`src/rtl/m_cu_load.sv`:
```
`default_nettype none
// ============================================================================
// Module   : m_cu_load
// Brief    : Load-side memory control unit. Accepts a load request, issues
//            read transfers to the AXI master controller (one burst for
//            unit-stride, one element transfer per element for strided),
//            writes accepted beats into the load buffer, then drains the
//            buffer toward the lane array one lane group at a time.
// Revision : 1.0 - initial release
// ============================================================================
module m_cu_load #(
    parameter int VLEN               = 8192,
    parameter int V_LANE_NUM         = 8,
    parameter int C_M_AXI_ADDR_WIDTH = 32,
    parameter int C_M_AXI_DATA_WIDTH = 32,
    parameter int C_XFER_SIZE_WIDTH  = 32,
    localparam int VLW               = $clog2(VLEN) + 1
) (
    input  logic                          clk,
    input  logic                          rstn,
    // scheduler request
    output logic                          mcu_ld_rdy_o,
    input  logic                          mcu_ld_vld_i,
    input  logic [31:0]                   mcu_base_addr_i,
    input  logic [31:0]                   mcu_stride_i,
    input  logic [2:0]                    mcu_data_width_i,
    input  logic [VLW-1:0]                mcu_vl_i,
    input  logic                          mcu_unit_ld_st_i,
    input  logic                          mcu_strided_ld_st_i,
    // AXI master controller
    output logic                          ctrl_rstart_o,
    output logic [C_M_AXI_ADDR_WIDTH-1:0] ctrl_raddr_o,
    output logic [C_XFER_SIZE_WIDTH-1:0]  ctrl_rxfer_size_o,
    input  logic                          ctrl_rdone_i,
    input  logic                          rd_tvalid_i,
    output logic                          rd_tready_o,
    input  logic                          rd_tlast_i,
    // load buffer array
    output logic                          lbuff_wen_o,
    input  logic                          lbuff_full_i,
    output logic                          lbuff_ren_o,
    output logic                          cfg_load_cntr_rst_o,
    output logic [2:0]                    cfg_data_sew_o,
    // lane array
    input  logic                          vlane_load_rdy_i,
    output logic                          vlane_load_valid_o,
    output logic                          vlane_load_last_o,
    // status
    output logic                          ld_err_o
);

    localparam int c_BB        = C_M_AXI_DATA_WIDTH / 8;
    localparam int c_BB_LOG2   = $clog2(c_BB);
    localparam int c_LANE_LOG2 = $clog2(V_LANE_NUM);
    localparam int c_GW        = VLW + 1;

    typedef enum logic [2:0] {
        S_IDLE       = 3'd0,
        S_UNIT_START = 3'd1,
        S_UNIT_RX    = 3'd2,
        S_STR_START  = 3'd3,
        S_STR_RX     = 3'd4,
        S_DRAIN      = 3'd5
    } t_state;

    t_state                        r_state;
    logic [31:0]                   r_stride;
    logic [2:0]                    r_sew;
    logic [VLW-1:0]                r_vl;
    logic [VLW-1:0]                r_elem_idx;
    logic [C_M_AXI_ADDR_WIDTH-1:0] r_addr_acc;
    logic [C_XFER_SIZE_WIDTH-1:0]  r_beat_cnt;
    logic [c_GW-1:0]               r_issued;
    logic                          r_done_seen;
    logic                          r_beat_seen;
    logic                          r_valid;
    logic                          r_last;
    logic                          r_err;
    logic                          r_cfg_rst;

    logic [C_XFER_SIZE_WIDTH-1:0]  w_unit_size;
    logic [C_XFER_SIZE_WIDTH-1:0]  w_elem_size;
    logic [C_XFER_SIZE_WIDTH-1:0]  w_unit_beats;
    logic [c_GW-1:0]               w_groups;
    logic [VLW-1:0]                w_next_idx;
    logic                          w_in_rx;
    logic                          w_start;
    logic                          w_tready;
    logic                          w_beat;
    logic                          w_ren;
    logic                          w_legal;
    logic                          w_unit_err;
    logic                          w_done_now;
    logic                          w_beat_now;

    // Transfer geometry derived from the latched request
    assign w_unit_size  = C_XFER_SIZE_WIDTH'(r_vl) << r_sew;
    assign w_elem_size  = C_XFER_SIZE_WIDTH'(1) << r_sew;
    assign w_unit_beats = (w_unit_size + C_XFER_SIZE_WIDTH'(c_BB - 1)) >> c_BB_LOG2;
    assign w_groups     = (c_GW'(r_vl) + c_GW'(V_LANE_NUM - 1)) >> c_LANE_LOG2;
    assign w_next_idx   = r_elem_idx + VLW'(1);

    // Handshake decode; everything is forced low while reset is asserted
    assign w_in_rx    = (r_state == S_UNIT_RX) || (r_state == S_STR_RX);
    assign w_start    = (r_state == S_UNIT_START) || (r_state == S_STR_START);
    assign w_tready   = rstn && w_in_rx && !lbuff_full_i;
    assign w_beat     = w_tready && rd_tvalid_i;
    assign w_ren      = rstn && (r_state == S_DRAIN) && vlane_load_rdy_i && (r_issued < w_groups);
    assign w_legal    = (mcu_unit_ld_st_i || mcu_strided_ld_st_i) && (mcu_data_width_i <= 3'd2);

    // A beat is wrong if tlast lands early/late or the burst overruns its length
    assign w_unit_err = (rd_tlast_i && (r_beat_cnt != w_unit_beats - C_XFER_SIZE_WIDTH'(1)))
                        || (r_beat_cnt >= w_unit_beats);

    // Strided element completes once both the beat and rdone have been seen
    assign w_done_now = r_done_seen || ctrl_rdone_i;
    assign w_beat_now = r_beat_seen || w_beat;

    assign mcu_ld_rdy_o        = rstn && (r_state == S_IDLE);
    assign ctrl_rstart_o       = rstn && w_start;
    assign ctrl_raddr_o        = (rstn && w_start) ? r_addr_acc : '0;
    assign ctrl_rxfer_size_o   = !rstn                       ? '0 :
                                 (r_state == S_UNIT_START)   ? w_unit_size :
                                 (r_state == S_STR_START)    ? w_elem_size : '0;
    assign rd_tready_o         = w_tready;
    assign lbuff_wen_o         = w_beat;
    assign lbuff_ren_o         = w_ren;
    assign cfg_load_cntr_rst_o = rstn && r_cfg_rst;
    assign cfg_data_sew_o      = rstn ? r_sew : 3'd0;
    assign vlane_load_valid_o  = rstn && r_valid;
    assign vlane_load_last_o   = rstn && r_last;
    assign ld_err_o            = rstn && r_err;

    // Control FSM with request latching, beat accounting and drain sequencing
    always_ff @(posedge clk) begin
        if (!rstn) begin
            r_state     <= S_IDLE;
            r_stride    <= '0;
            r_sew       <= '0;
            r_vl        <= '0;
            r_elem_idx  <= '0;
            r_addr_acc  <= '0;
            r_beat_cnt  <= '0;
            r_issued    <= '0;
            r_done_seen <= 1'b0;
            r_beat_seen <= 1'b0;
            r_valid     <= 1'b0;
            r_last      <= 1'b0;
            r_err       <= 1'b0;
            r_cfg_rst   <= 1'b0;
        end else begin
            r_cfg_rst <= 1'b0;
            // buffer read data appears one cycle after the read enable
            r_valid   <= w_ren;
            r_last    <= w_ren && (r_issued == w_groups - c_GW'(1));
            if (w_ren) begin
                r_issued <= r_issued + c_GW'(1);
            end

            case (r_state)
                S_IDLE: begin
                    if (mcu_ld_vld_i && w_legal) begin
                        r_cfg_rst <= 1'b1;
                        if (mcu_vl_i != '0) begin
                            r_stride   <= mcu_stride_i;
                            r_sew      <= mcu_data_width_i;
                            r_vl       <= mcu_vl_i;
                            r_addr_acc <= C_M_AXI_ADDR_WIDTH'(mcu_base_addr_i);
                            r_elem_idx <= '0;
                            r_beat_cnt <= '0;
                            r_issued   <= '0;
                            r_err      <= 1'b0;
                            r_state    <= mcu_unit_ld_st_i ? S_UNIT_START : S_STR_START;
                        end
                    end
                end

                S_UNIT_START: begin
                    r_state <= S_UNIT_RX;
                end

                S_UNIT_RX: begin
                    if (w_beat) begin
                        r_beat_cnt <= r_beat_cnt + C_XFER_SIZE_WIDTH'(1);
                        if (w_unit_err) begin
                            r_err <= 1'b1;
                        end
                    end
                    if (ctrl_rdone_i) begin
                        r_state <= S_DRAIN;
                    end
                end

                S_STR_START: begin
                    r_done_seen <= 1'b0;
                    r_beat_seen <= 1'b0;
                    r_state     <= S_STR_RX;
                end

                S_STR_RX: begin
                    if (w_beat) begin
                        r_beat_seen <= 1'b1;
                        if (r_beat_seen) begin
                            r_err <= 1'b1;
                        end
                    end
                    if (ctrl_rdone_i) begin
                        r_done_seen <= 1'b1;
                    end
                    if (w_done_now && w_beat_now) begin
                        r_elem_idx <= w_next_idx;
                        r_addr_acc <= r_addr_acc + C_M_AXI_ADDR_WIDTH'($signed(r_stride));
                        r_state    <= (w_next_idx == r_vl) ? S_DRAIN : S_STR_START;
                    end
                end

                S_DRAIN: begin
                    if (r_last) begin
                        r_state <= S_IDLE;
                    end
                end

                default: begin
                    r_state <= S_IDLE;
                end
            endcase
        end
    end

endmodule
`default_nettype wire

```
`config.mk`:
```
export PLATFORM = sky130hd
export DESIGN_NAME = m_cu_load
export DESIGN_NICKNAME = d
export VERILOG_FILES = /design/src/rtl/m_cu_load.sv
export SDC_FILE = /design/constraint.sdc
export NUM_CORES = 1
export LEC_CHECK = 0
export BUFFER_PORTS_ARGS = -buffer_cell sky130_fd_sc_hd__buf_4
export CORE_ASPECT_RATIO = 0.75
export CORE_MARGIN = 2
export CORE_UTILIZATION = 45
export DETAILED_ROUTE_END_ITERATION = 12
export GPL_TIMING_DRIVEN = 0
export PLACE_DENSITY_LB_ADDON = 0.3
export REMOVE_ABC_BUFFERS = 1
export SLEW_MARGIN = 5
export SYNTH_ARGS = -nofsm -noshare
export SYNTH_HDL_FRONTEND = slang
export SYNTH_SLANG_ARGS = --single-unit
```
`constraint.sdc`:
```
create_clock -name clk -period 4.18 [get_ports clk]
set_input_delay 0.209 -clock clk [delete_from_list [all_inputs] [get_ports clk]]
set_output_delay 0.209 -clock clk [all_outputs]
set_load 0.01 [all_outputs]
```
==> impl_metrics.tcl <==
set metrics [dict create \
    path_depth 16 \
    crit_type "flip-flop to flip-flop" \
    dr.pass1.iters 5 \
    rr_endpoint "r_err" \
    cts_tree "done" \
    clk_transition_reported_paths_ns 0.06 \
    layout.cells.non_filler 2037 \
    design_area_um2 14300 \
    synth_flop_cell "dfxtp_1" \
    avgSynthCellArea_um2 7.719 \
    leakage_nw 5.946 \
    r2r_cells 16 \
    final_common_cell "nand2_1" \
    rsz0062_at_grt "no" \
    hold_depth 3 \
    clk_latency_ns 0.43 \
    first_iter_violations 1007 \
    fin_nets 1840 \
    holdCritStartpoint "mcu_data_width_i[0]" \
    gp_congestion 0.8798 \
    skew_ns 0.009503 \
    hold_path.class "input port to flip-flop" \
    slowest_delay_ns 0.63 \
    dpl_cell_area_um2 13420 \
    die_y_um 146.0 \
    crit_arrival_ns 4.31 \
    tightest_slew_ns 1.113 \
    ys_async_sr_fraction 0 \
    antenna_found_initial 0 \
    ys_warn_count 0 \
    path_buf_inv 2 \
    ant_nets 0 \
    via_count 11530 \
    clockBufferDepth 2 \
    post-place-cells 1983 \
    r2r-start "r_sew[1]" \
    finalCritPeriodShare 0.9545 \
    cts.sinks 151 \
    setup_viol 0 \
    fmax_ghz 0.2506 \
    cap_violations 0 \
    htree_levels 4 \
    grt_usage 0.2375 \
    post_drt_wl_per_cell_um 16.94 \
    ir_drop_uv 310.2 \
    grt_overflow 0 \
    startpoint_type "flip-flop" \
    crit_slowest_cell "or4_4" \
    drc 0 \
    pin_count 167 \
    area_growth_pct 18.16 \
    synth_cell_types 99 \
    cts_root_buffer "clkbuf_16" \
    slew_headroom 0.2577 \
    reg2reg_slack_ns 0.19 \
    grt_pass1_vias 10510 \
    grt_pass1_wl_um 55240 \
    syn_inst 1568 \
    crit_path_start "r_sew[1]" \
    start_util 0.4615 \
    final_cell_mix "nand2_1, buf_4, dfxtp_1" \
    numCtsBuffers 17 \
    syn_area_um2 12100 \
    cp_top_family "compound AO/OA/AOI/OAI gates" \
    cpMostUsedCell "a21oi_1" \
    status "complete, no violations" \
    final-hold-violation-count 0 \
    drive_gt1_frac 0.1767 \
    dieArea_um2 28240 \
    multi_input_comb_area_um2 8539 \
    whs_endpoint "r_sew[0]" \
    portBuffers 155 \
    avgViaCountPerCell 5.661 \
    end_kind "flip-flop" \
    regArea_um2 3048 \
    ys_seq_elements 151 \
    critPathRequiredTime_ns 4.50 \
    num-fill-cells 2424 \
    fin_crit_ns 3.990 \
    die_w_um 193.4 \
    dp_hpwl_um 24630 \
    final_max_slew_viol_count 0 \
    core-area_um2 26230 \
    synth_edf_count 0 \
    worst-path-max-fanout 24 \
    path_cells "buf_12 -> mux4_2 -> a22oi_2 -> or4_4 -> nor2_4 -> nand3_2 -> o31ai_4 -> inv_1 -> ha_1 -> a21o_1 -> a21oi_1 -> nand2_1 -> a41oi_2 -> a21oi_1 -> a2111oi_4 -> a21oi_2" \
    seq_area_frac_synth 0.2498 \
    grt_max_degree 118 \
    fp-row-count 51 \
    power_density_nw_per_um2 355.3 \
    drt-total-wl_um 34510 \
]
[layout make-up]
class	instances	area share
Antenna cell	1	0.0001750
Clock buffer	20	0.03263
Clock inverter	11	0.008661
Inverter	46	0.01242
Multi-Input combinational cell	1276	0.5971
Sequential cell	151	0.2131
Tap cell	344	0.03010
Timing Repair Buffer	187	0.1054
Timing Repair inverter	1	0.0003500
[where the power goes]
| part | switching (mW) | internal, mW |
|---|---|---|
| Sequential | 0.161 | 1.53 |
| Combinational | 1.02 | 0.790 |
| Clock | 0.654 | 0.924 |
| Total | 1.83 | 3.25 |
[worst reg2reg max path: stages (launching register included)]
cell       delay, ns
dfxtp_2         0.42
buf_12          0.21
mux4_2          0.24
a22oi_2         0.11
or4_4           0.63
nor2_4          0.18
nand3_2         0.19
o31ai_4         0.31
inv_1           0.15
ha_1            0.20
a21o_1          0.15
a21oi_1         0.20
nand2_1         0.11
a41oi_2         0.25
a21oi_1         0.11
a2111oi_4       0.31
a21oi_2         0.10
[cell usage after synthesis, types with 35 or more instances]
master	number	share of area
mux2i_1	35	0.029
dfxtp_1	151	0.25
inv_1	45	0.014
and2_1	43	0.022
nand2_1	219	0.068
a21oi_1	90	0.037
nor2_1	117	0.036
xor2_1	65	0.047
a21boi_0	53	0.033
o21ai_0	61	0.025
clkbuf_1	74	0.023
ha_1	68	0.070
nand3_1	54	0.022
xnor2_1	81	0.059
[registers in the layout, summed over array words and instances (netlist names), 3 cells and up]
| register | cells |
|---|---|
| r_stride | 32 |
| r_addr_acc | 32 |
| r_sew | 3 |
| r_beat_cnt | 32 |
| r_state | 3 |
| r_issued | 15 |
| r_vl | 14 |
| r_elem_idx | 14 |
[worst max path at each step]
| stage | to | slack, ns |
|---|---|---|
| global placement | r_addr_acc[30] | -8.51 |
| floorplan | r_addr_acc[30] | -1.98 |
| finish | r_err | 0.19 |
| detailed placement | r_err | -1.06 |
| global route | r_err | 0.0007 |
| CTS | r_err | 0.0008 |
[per-stage QoR]
step                      power, mW  TNS [ns]    util  setup WS (ns)  hold slack (ns)
after floorplan               2.889    -44.32       -         -1.983           0.3267
after global routing          5.367         0  0.5452      0.0006573          0.02677
after global placement        3.364   -446.66  0.5043         -8.514           0.4605
after detailed placement      3.434    -1.394  0.5115         -1.063           0.4667
after CTS                     5.046         0  0.5391      0.0007865         0.005961
final                         5.081         0  0.5453         0.1901          0.02119
[logic make-up (layout without fill, tap and decap cells)]
logic type | count (synthesis) | count (layout) | share of synthesized area
AOI/OAI and AO/OA | 371 | 371 | 0.2132
xor gates and xnor gates | 148 | 148 | 0.1094
adders and majority gates | 69 | 69 | 0.07195
buffers and inverters | 151 | 265 | 0.05634
DFF | 151 | 151 | 0.2498
muxes | 47 | 47 | 0.04228
other | 2 | 13 | 0.0006205
and+or+nand+nor | 629 | 629 | 0.2565
[repair_timing]
| action | CTS | global route |
|---|---|---|
| pin swaps | 1 | 4 |
| hold buffers | 0 | 0 |
| gates resized for setup | 21 | 19 |
| setup endpoints to repair | 6 | 2 |
| buffers inserted | 10 | 10 |
| cloned | 1 | 1 |
[routing by layer]
metal  vias up  wire [um]  track usage
li1       5735          -            -
met1      5353      17200       0.3639
met2       411      14210       0.3368
met3        33       2638      0.04643
met4         0        461      0.05649
met5         -          0            0
Note: power is estimated with default switching activity, not from simulation.
